===== config.mk =====
export PLATFORM = sky130hd
export DESIGN_NAME = traffic_sink
export DESIGN_NICKNAME = d
export VERILOG_FILES = /design/src/rtl/traffic_sink_pkg.sv /design/src/rtl/traffic_sink_fifo.sv /design/src/rtl/traffic_sink.sv
export SDC_FILE = /design/constraint.sdc
export NUM_CORES = 1
export LEC_CHECK = 0
export ABC_AREA = 1
export BUFFER_PORTS_ARGS = -buffer_cell sky130_fd_sc_hd__buf_2
export CORE_ASPECT_RATIO = 1.1
export CORE_MARGIN = 2
export CORE_UTILIZATION = 60
export CTS_CLUSTER_DIAMETER = 40
export DETAILED_ROUTE_END_ITERATION = 10
export GPL_TIMING_DRIVEN = 0
export PLACE_DENSITY = 0.81
export SYNTH_ARGS = -nofsm -noshare
export SYNTH_HDL_FRONTEND = slang
export SYNTH_HIERARCHICAL = 1
export SYNTH_SLANG_ARGS = --single-unit

===== constraint.sdc =====
create_clock -name clk -period 5.02 [get_ports clk]
set_input_delay 0.502 -clock clk [delete_from_list [all_inputs] [get_ports clk]]
set_output_delay 0.502 -clock clk [all_outputs]
set_load 0.02 [all_outputs]

===== src/rtl/traffic_sink_pkg.sv =====
// Shared network width macros plus the traffic_sink package: derived widths,
// pop classification type and the saturating counter helper.
`ifndef TRAFFIC_NOC_DEFINES
`define TRAFFIC_NOC_DEFINES
`define PAYLOAD_SIZE 8
`define ADDR_SZ 4
`define NUM_NODES 16
`endif

package traffic_sink_pkg;

    localparam int ADDR_W = `ADDR_SZ;
    localparam int SRC_W  = `PAYLOAD_SIZE;
    localparam int PKT_W  = `PAYLOAD_SIZE + `ADDR_SZ;
    localparam int CNT_W  = 16;

    localparam logic [CNT_W-1:0] CNT_MAX = 16'hFFFF;

    typedef enum logic [1:0] {
        POP_NONE = 2'd0,
        POP_RX   = 2'd1,
        POP_ERR  = 2'd2
    } pop_kind_e;

    // Increment that sticks at all-ones instead of wrapping.
    function automatic logic [CNT_W-1:0] sat_inc(input logic [CNT_W-1:0] value,
                                                 input logic             en);
        logic [CNT_W-1:0] result;
        result = value;
        if (en && (value != CNT_MAX)) begin
            result = value + 16'd1;
        end else begin
            result = value;
        end
        return result;
    endfunction

endpackage


===== src/rtl/traffic_sink_fifo.sv =====
// sink_fifo: power-of-two circular buffer with occupancy count; a push into a
// full buffer is accepted when a pop happens in the same cycle.
module sink_fifo #(
    parameter int WIDTH = 12,
    parameter int DEPTH = 4
) (
    input  logic                       clk,
    input  logic                       reset,
    input  logic                       push,
    input  logic                       pop,
    input  logic [WIDTH-1:0]           wdata,
    output logic [WIDTH-1:0]           rdata,
    output logic                       full,
    output logic                       empty,
    output logic [$clog2(DEPTH):0]     occupancy
);

    localparam int AW = $clog2(DEPTH);
    localparam logic [AW:0] OCC_FULL = (AW+1)'(DEPTH);

    logic [WIDTH-1:0] mem_r [DEPTH];
    logic [AW-1:0]    wr_ptr_r;
    logic [AW-1:0]    rd_ptr_r;
    logic [AW:0]      occ_r;
    logic             do_push_s;
    logic             do_pop_s;

    // Pop only real data; a pop frees the slot a same-cycle push may take.
    always_comb begin
        do_pop_s  = 1'b0;
        do_push_s = 1'b0;
        if (pop && (occ_r != {(AW+1){1'b0}})) begin
            do_pop_s = 1'b1;
        end else begin
            do_pop_s = 1'b0;
        end
        if (push && ((occ_r != OCC_FULL) || do_pop_s)) begin
            do_push_s = 1'b1;
        end else begin
            do_push_s = 1'b0;
        end
    end

    // Pointer and occupancy state; pointers wrap naturally at DEPTH.
    always_ff @(posedge clk or posedge reset) begin
        if (reset) begin
            wr_ptr_r <= {AW{1'b0}};
            rd_ptr_r <= {AW{1'b0}};
            occ_r    <= {(AW+1){1'b0}};
        end else begin
            if (do_push_s) begin
                wr_ptr_r <= wr_ptr_r + AW'(1);
            end
            if (do_pop_s) begin
                rd_ptr_r <= rd_ptr_r + AW'(1);
            end
            case ({do_push_s, do_pop_s})
                2'b10:   occ_r <= occ_r + (AW+1)'(1);
                2'b01:   occ_r <= occ_r - (AW+1)'(1);
                default: occ_r <= occ_r;
            endcase
        end
    end

    // Storage array; contents need no reset because occupancy gates reads.
    always_ff @(posedge clk) begin
        if (do_push_s) begin
            mem_r[wr_ptr_r] <= wdata;
        end
    end

    assign rdata     = mem_r[rd_ptr_r];
    assign full      = (occ_r == OCC_FULL);
    assign empty     = (occ_r == {(AW+1){1'b0}});
    assign occupancy = occ_r;

endmodule


===== src/rtl/traffic_sink.sv =====
// traffic_sink: buffers incoming packets, drains them at a fixed period and
// classifies each popped packet as correctly addressed or misrouted.
module traffic_sink
    import traffic_sink_pkg::*;
#(
    parameter int id           = -1,
    parameter int expected     = 1,
    parameter int drain_period = 4,
    parameter int depth        = 4
) (
    input  logic                              clk,
    input  logic                              reset,
    input  logic                              req,
    input  logic [`PAYLOAD_SIZE+`ADDR_SZ-1:0] data,
    output logic                              busy,
    output logic [15:0]                       rx_count,
    output logic [15:0]                       err_count,
    output logic [15:0]                       drop_count,
    output logic [`PAYLOAD_SIZE-1:0]          last_src,
    output logic                              done
);

    localparam int OCC_W = $clog2(depth) + 1;
    localparam logic [7:0]       DRAIN_LAST = 8'(drain_period - 1);
    localparam logic [OCC_W-1:0] BUSY_LEVEL = OCC_W'(depth - 1);

    logic [7:0]       drain_cnt_r;
    logic             busy_r;
    logic [CNT_W-1:0] rx_count_r;
    logic [CNT_W-1:0] err_count_r;
    logic [CNT_W-1:0] drop_count_r;
    logic [SRC_W-1:0] last_src_r;
    logic             done_r;

    logic             fifo_full_s;
    logic             fifo_empty_s;
    logic [OCC_W-1:0] occ_s;
    logic [PKT_W-1:0] head_s;
    logic [ADDR_W-1:0] head_dest_s;
    logic [SRC_W-1:0] head_src_s;
    logic             pop_s;
    logic             accept_s;
    logic             drop_s;
    logic [OCC_W-1:0] next_occ_s;
    pop_kind_e        kind_s;

    sink_fifo #(
        .WIDTH (PKT_W),
        .DEPTH (depth)
    ) u_fifo (
        .clk       (clk),
        .reset     (reset),
        .push      (req),
        .pop       (pop_s),
        .wdata     (data),
        .rdata     (head_s),
        .full      (fifo_full_s),
        .empty     (fifo_empty_s),
        .occupancy (occ_s)
    );

    // Pop decision, head classification and projected occupancy.
    always_comb begin
        head_dest_s = head_s[ADDR_W-1:0];
        head_src_s  = head_s[PKT_W-1:ADDR_W];
        pop_s       = (drain_cnt_r == DRAIN_LAST) && !fifo_empty_s;
        accept_s    = req && (!fifo_full_s || pop_s);
        drop_s      = req && fifo_full_s && !pop_s;
        kind_s      = POP_NONE;
        next_occ_s  = occ_s;
        if (pop_s) begin
            if (int'(head_dest_s) == id) begin
                kind_s = POP_RX;
            end else begin
                kind_s = POP_ERR;
            end
        end else begin
            kind_s = POP_NONE;
        end
        if (accept_s && !pop_s) begin
            next_occ_s = occ_s + OCC_W'(1);
        end else if (!accept_s && pop_s) begin
            next_occ_s = occ_s - OCC_W'(1);
        end else begin
            next_occ_s = occ_s;
        end
    end

    // Free-running drain phase counter; the wrap cycle is the pop slot.
    always_ff @(posedge clk or posedge reset) begin
        if (reset) begin
            drain_cnt_r <= 8'd0;
        end else if (drain_cnt_r == DRAIN_LAST) begin
            drain_cnt_r <= 8'd0;
        end else begin
            drain_cnt_r <= drain_cnt_r + 8'd1;
        end
    end

    // Statistics, last source, sticky completion flag and back-pressure.
    always_ff @(posedge clk or posedge reset) begin
        if (reset) begin
            rx_count_r   <= 16'd0;
            err_count_r  <= 16'd0;
            drop_count_r <= 16'd0;
            last_src_r   <= {SRC_W{1'b0}};
            done_r       <= 1'b0;
            busy_r       <= 1'b0;
        end else begin
            rx_count_r   <= sat_inc(rx_count_r, kind_s == POP_RX);
            err_count_r  <= sat_inc(err_count_r, kind_s == POP_ERR);
            drop_count_r <= sat_inc(drop_count_r, drop_s);
            if (kind_s == POP_RX) begin
                last_src_r <= head_src_s;
            end
            // Compares the pre-update count, so done lands one cycle late.
            done_r <= done_r | (int'(rx_count_r) == expected);
            busy_r <= (next_occ_s >= BUSY_LEVEL);
        end
    end

`ifndef SYNTHESIS
    // Simulation log of each classified pop.
    always_ff @(posedge clk) begin
        if (!reset && (id != -1)) begin
            if (kind_s == POP_RX) begin
                $display("##,rx,%d,%d", id, head_src_s);
            end else if (kind_s == POP_ERR) begin
                $display("##,err,%d,%d", id, head_dest_s);
            end
        end
    end
`endif

    assign busy       = busy_r;
    assign rx_count   = rx_count_r;
    assign err_count  = err_count_r;
    assign drop_count = drop_count_r;
    assign last_src   = last_src_r;
    assign done       = done_r;

endmodule

==> results of run 1 <==
[routing by layer]
metal / GRT usage / share of wire
met1: 0.252 / 0.41
met4: 0.0698 / 0.017
met5: 0 / 0
met2: 0.399 / 0.53
met3: 0.0429 / 0.046
[worst max path at each step]
| stage | start | to | slack, ns | cells past startpoint |
|---|---|---|---|---|
| 3_3_place_gp | u_fifo/occupancy[0] | u_fifo/occupancy[2] | 2.75 | 16 |
| 2_1_floorplan | u_fifo/occupancy[0] | u_fifo/occupancy[2] | 2.91 | 16 |
| 6_report | u_fifo/occupancy[0] | u_fifo/occupancy[2] | 2.66 | 16 |
| 5_1_grt | u_fifo/occupancy[0] | u_fifo/occupancy[2] | 2.40 | 16 |
| 3_5_place_dp | u_fifo/occupancy[0] | u_fifo/occupancy[2] | 2.66 | 16 |
| 4_1_cts | u_fifo/occupancy[0] | u_fifo/occupancy[2] | 2.64 | 16 |
[worst max-delay path, stage by stage (launching register included)]
cell	delay, ns
dfrtp_1	0.47
nor2_1	0.19
nand2_1	0.09
inv_1	0.06
inv_1	0.07
nand2_4	0.12
clkinv_2	0.10
inv_1	0.08
nand3_2	0.09
nand2_4	0.06
ha_1	0.16
inv_1	0.07
fa_1	0.38
nand2_1	0.11
nand3_1	0.09
nand2_1	0.07
nand2_1	0.05
[per-stage QoR]
step	setup slack [ns]	hold slack [ns]	area (µm²)	total power [µW]
after detailed placement	2.66	0.385	3270	835
after CTS	2.64	0.0505	3360	1070
after floorplan	2.91	0.256	3030	744
final	2.66	0.0586	3360	1060
after global routing	2.40	0.0604	3360	1150
after global placement	2.75	0.377	3270	816
[sequential cells by signal, summed over array words and instances, names as in the netlist]
signal and cells:
drop_count 16, err_count 16, u_fifo/occupancy 3, busy 1
drain_cnt_r 8
[where the power goes]
group	total [µW]	switching (µW)	internal (µW)	leakage, µW
combinational	363	224	139	0.00120
clock	235	123	112	0.0000445
sequential	463	63.2	399	0.000591
[cell type report]
class	instances	area, µm²	share of cell area
timing repair buffer	35	175	0.0521
clock buffer	7	86.3	0.0257
clock inverter	1	7.51	0.00223
multi-input combinational	288	1490	0.443
inverter	51	195	0.0580
buffer	30	238	0.0707
tap	56	70.1	0.0208
sequential	44	1100	0.327
==> results by group, run 1 <==
Run status
  • Result of the run: finished clean

Die
  • Die W: 70.7 µm
  • Chip Height: 77.4 µm
  • IO Count: 73
  • Die area: 0.00547 mm²
  • Row count: 26
  • CORE AREA: ~0.0047 mm²
  • Starting density of the core: 0.627

Clocking
  • Bufs on Longest Clock Path: 2
  • Sink Count: 44
  • Post-CTS Resized: 0
  • H-tree depth reported by CTS: 2
  • Total CTS buffers: 5
  • Post-CTS Setup Bufs: 0
  • Cts hold-fix bufs: 0
  • Root buf cell: clkbuf_8
  • CTS clk-pin slew, worst paths: 0.09 ns
  • CTS tree: built
  • Later-pin clock latency in the skew report: ~0.3 ns

Routing
  • Drt via density: 4.87
  • Detailed Routing Iterations Pass 1: 4
  • Wire per inst: 11.2 µm
  • Vias post-DR: 2493
  • Post-Route WL: 5.73 mm
  • DRC violations left: 0
  • Initial DRC count: 149
  • Antenna-violating nets left: 0

Worst setup path
  • Worst setup EP type: flop
  • Crit path max fanout: 7
  • R2r endpoint: u_fifo/occupancy[2]
  • Critical Path RT: approximately 5.2 ns
  • Startpoint Class: flop
  • FF-to-FF setup slack: between 2 and 3 ns
  • Crit path DAT: 2.56 ns
  • Reg2reg start: u_fifo/occupancy[0]
  • Setup CP Type: reg -> reg
  • R2r worst-path depth: 16

STA
  • Clock skew: approximately 0.015 ns
  • Post-route setup TNS: 0 ns
  • Worst Tran Pin Value: 0.827 ns
  • RSZ-0062 raised after global routing: no
  • Final Cycle Share: 0.471
  • Max-slew violations: 0
  • Tmin final: 2.36 ns
  • Max Freq: 0.423 GHz
  • Final setup vio count: 0
  • Final hold vios: 0
  • Slew Limit Headroom: 0.448

Placement
  • Detail Placement HPWL: 4.45 mm
  • Placed Cells incl. Taps: ~500
  • Placer congestion estimate: 0.886
  • Port-buffer cells: 35

Cells and area
  • # diodes: 0
  • Final Non-Filler Cells: approximately 510
  • Most frequent cells in the layout: nand2_1, inv_1, dfrtp_1
  • Commonest non-fill, non-tap cell in the layout: nand2_1
  • Net count reported at finish: 477
  • Final Util: 0.718
  • Share of cells above drive strength 1: 0.208
  • Layout area overhead: 14.6%
  • Filler cells: 389

Global route
  • First-pass GRT wire length: 9.75 mm
  • Tot GR Track Use: 0.218
  • Largest net degree at the start of global routing: 42
  • Grt ovf: 0
  • Initial antenna violation count: 0
  • Number of global-route vias before repair: 2329

Synthesis
  • Mapped cell area: 0.00294 mm²
  • Yosys warnings: 6
  • Syn avg cell area: about 7.5 µm²
  • Cells after Synth: 389

Pwr
  • Leakage Power: 0.00184 µW
  • PwrDens: 315 mW/mm²
  • Maximum vdd drop: 0.267 mV

Job
  • Maxcap violations: 0

Min path
  • HP Class: in -> async
No activity file was read; power rests on OpenSTA's default activity.
==> run 2: changes to the inputs <==
--- a/config.mk
+++ b/config.mk
@@ -5,15 +5,15 @@
 export SDC_FILE = /design/constraint.sdc
 export NUM_CORES = 1
 export LEC_CHECK = 0
-export ABC_AREA = 1
+export ABC_AREA = 0
 export BUFFER_PORTS_ARGS = -buffer_cell sky130_fd_sc_hd__buf_2
 export CORE_ASPECT_RATIO = 1.1
 export CORE_MARGIN = 2
-export CORE_UTILIZATION = 60
+export CORE_UTILIZATION = 58
 export CTS_CLUSTER_DIAMETER = 40
 export DETAILED_ROUTE_END_ITERATION = 10
 export GPL_TIMING_DRIVEN = 0
-export PLACE_DENSITY = 0.81
+export PLACE_DENSITY = 0.8
 export SYNTH_ARGS = -nofsm -noshare
 export SYNTH_HDL_FRONTEND = slang
 export SYNTH_HIERARCHICAL = 1
==> constraint.sdc (replaced) <==
create_clock -name clk -period 2.3 [get_ports clk]
set_input_delay 0.23 -clock clk [delete_from_list [all_inputs] [get_ports clk]]
set_output_delay 0.23 -clock clk [all_outputs]
set_load 0.02 [all_outputs]
==> results by group, run 2 <==
STA
  • Worst Tran Pin Value: 0.847 ns
  • Clock skew: 0.00442 ns
  • Tmin final: ~2.2 ns
  • Slew Limit Headroom: 0.435
  • Final Cycle Share: 0.962
  • Final setup vio count: 0
  • Final hold vios: 0
  • Max Freq: 0.452 GHz
  • RSZ-0062 raised after global routing: yes
  • Post-route setup TNS: 0 ns
  • Max-slew violations: 0

Routing
  • Post-Route WL: 5.11 mm
  • Antenna-violating nets left: 0
  • Wire length on met3: 196 µm
  • Drt via density: 5.26
  • DRC violations left: 0
  • Initial DRC count: 109
  • Vias post-DR: ~2000
  • Detailed Routing Iterations Pass 1: 4
  • Met2 routed WL: 2.70 mm
  • M1 WL: 2.14 mm
  • Wire per inst: 13.7 µm
  • Top sig layer: met4

Run status
  • Result of the run: finished clean

Worst setup path
  • Critical Path RT: 2.51 ns
  • Worst-path cell chain: nor4_4 -> nand2_2 -> inv_2 -> o31a_4 -> ha_4 -> inv_2 -> fa_2 -> xor2_1 -> nor2_1 -> xor2_1
  • Worst setup EP type: flop
  • Crit path max fanout: 6
  • R2r worst-path depth: 10
  • Buf/Inv on CP: 2
  • CP max-delay cell: dfrtp_1
  • Startpoint Class: flop
  • Setup CP Type: reg -> reg
  • Slowest stage delay, CP: 0.48 ns
  • Crit path DAT: approximately 2.4 ns
  • Critical path's top delay family: simple AND/OR/NAND/NOR gates
  • CP Depth: 10

Cells and area
  • Most frequent cells in the layout: dfrtp_1, buf_2, buf_4
  • Final Non-Filler Cells: 374
  • Share of cells above drive strength 1: 0.356
  • Net count reported at finish: 341
  • Final Cell Area: 0.00315 mm²
  • # diodes: 0
  • Layout area overhead: 23.0%
  • Commonest non-fill, non-tap cell in the layout: dfrtp_1

Pwr
  • Total power draw: approximately 2300 µW
  • PwrDens: 728 mW/mm²
  • Leakage Power: 0.00164 µW
  • Maximum vdd drop: 0.647 mV

Global route
  • Number of global-route vias before repair: 1855
  • First-pass GRT wire length: roughly 8.4 mm
  • Tot GR Track Use: 0.219
  • Largest net degree at the start of global routing: 42
  • Initial antenna violation count: 0
  • Grt ovf: 0

Clocking
  • CTS clk-pin slew, worst paths: 0.08 ns
  • Total CTS buffers: 5
  • H-tree depth reported by CTS: 2
  • CTS tree: built
  • Root buf cell: clkbuf_8
  • Bufs on Longest Clock Path: 2
  • Sink Count: 44
  • Later-pin clock latency in the skew report: 0.29 ns

Die
  • Starting density of the core: 0.597
  • Chip Height: 73.7 µm
  • IO Count: 73
  • Row count: 25
  • Die area: 0.00496 mm²
  • CORE AREA: 0.00429 mm²
  • Die W: roughly 67 µm

Synthesis
  • Cells after Synth: 240
  • Mapped cell area: 0.00256 mm²
  • Syn avg cell area: 10.7 µm²
  • Yosys warnings: 6

Placement
  • Port-buffer cells: 35
  • Detail Placement HPWL: 3.44 mm
  • Placer congestion estimate: 0.799
  • Placed cell area: 0.00291 mm²
  • Placed Cells incl. Taps: 353

Job
  • Maxcap violations: 0

Min path
  • HP Class: in -> async
run 2: cell count changes in the layout (fill, tap and decap cells not counted), moves of 6 or more:
cell     delta
nand2_1   -115
inv_1      -37
nor2_1     -24
nor4_1     +13
buf_4      +12
nand3_1    -10
xor2_1      +7
o21ai_2     -6
run 2: power breakdown:
group	switching (µW)	internal, µW	leakage (µW)
registers	157	890	0.000572
logic	416	324	0.00103
clock network	262	244	0.0000445
total	835	1460	0.00164
run 2: final timing paths:
| kind | startpoint | end | slack [ns] |
|---|---|---|---|
| worst min-delay path | reset | u_fifo/occupancy[0] | 0.36 |
| worst max register to register | drain_cnt_r[2] | u_fifo/occupancy[2] | 0.09 |
| worst max-delay path | drain_cnt_r[2] | u_fifo/occupancy[2] | 0.09 |
| max in group asynchronous | reset | drain_cnt_r[4] | 1.05 |
| worst min register to register | err_count[11] | err_count[11] | 0.51 |
| min in group clk | req | busy | 0.39 |
run 2: routing by layer:
| metal | vias to the layer above | global-route usage |
|---|---|---|
| met5 | - | 0 |
| met4 | 0 | 0.0635 |
| met3 | 10 | 0.0413 |
| met2 | 55 | 0.371 |
| met1 | 943 | 0.285 |
| li1 | 961 | - |
run 2: cell type report:
type                    count  area [µm²]
well taps                  54        67.6
inverters                  15        56.3
flip-flops and latches     44        1110
fillers                   319        1140
multi-input cells         177        1340
clock inverters             1        7.51
clock buffers               7        86.3
repair buffers             48         275
plain buffers              28         209
run 2: through the flow:
step	setup WS [ns]	hold slack [ns]	util
2_1_floorplan	0.0235	-0.0164	-
3_3_place_gp	-0.226	0.102	0.680
3_5_place_dp	-0.287	0.113	0.680
4_1_cts	0.0000677	0.347	0.722
5_1_grt	-0.0591	0.381	0.735
6_report	0.0883	0.356	0.735
run 2: worst reg2reg max path, cell delays in order (launching register included):
cell and delay (ns):
dfrtp_1 0.48, nor4_4 0.34, nand2_2 0.12, inv_2 0.10, o31a_4 0.15, ha_4 0.14
inv_2 0.04, fa_2 0.32, xor2_1 0.15, nor2_1 0.13, xor2_1 0.17
run 2: timing repair:
| action | 4_1_cts | 5_1_grt |
|---|---|---|
| setup endpoints to repair | 2 | 1 |
| gates resized for setup | 5 | 9 |
| setup buffers | 8 | 4 |
| pin swaps | 2 | 5 |
| endpoints found under the hold margin | 3 | 0 |
| hold buffers | 1 | 0 |
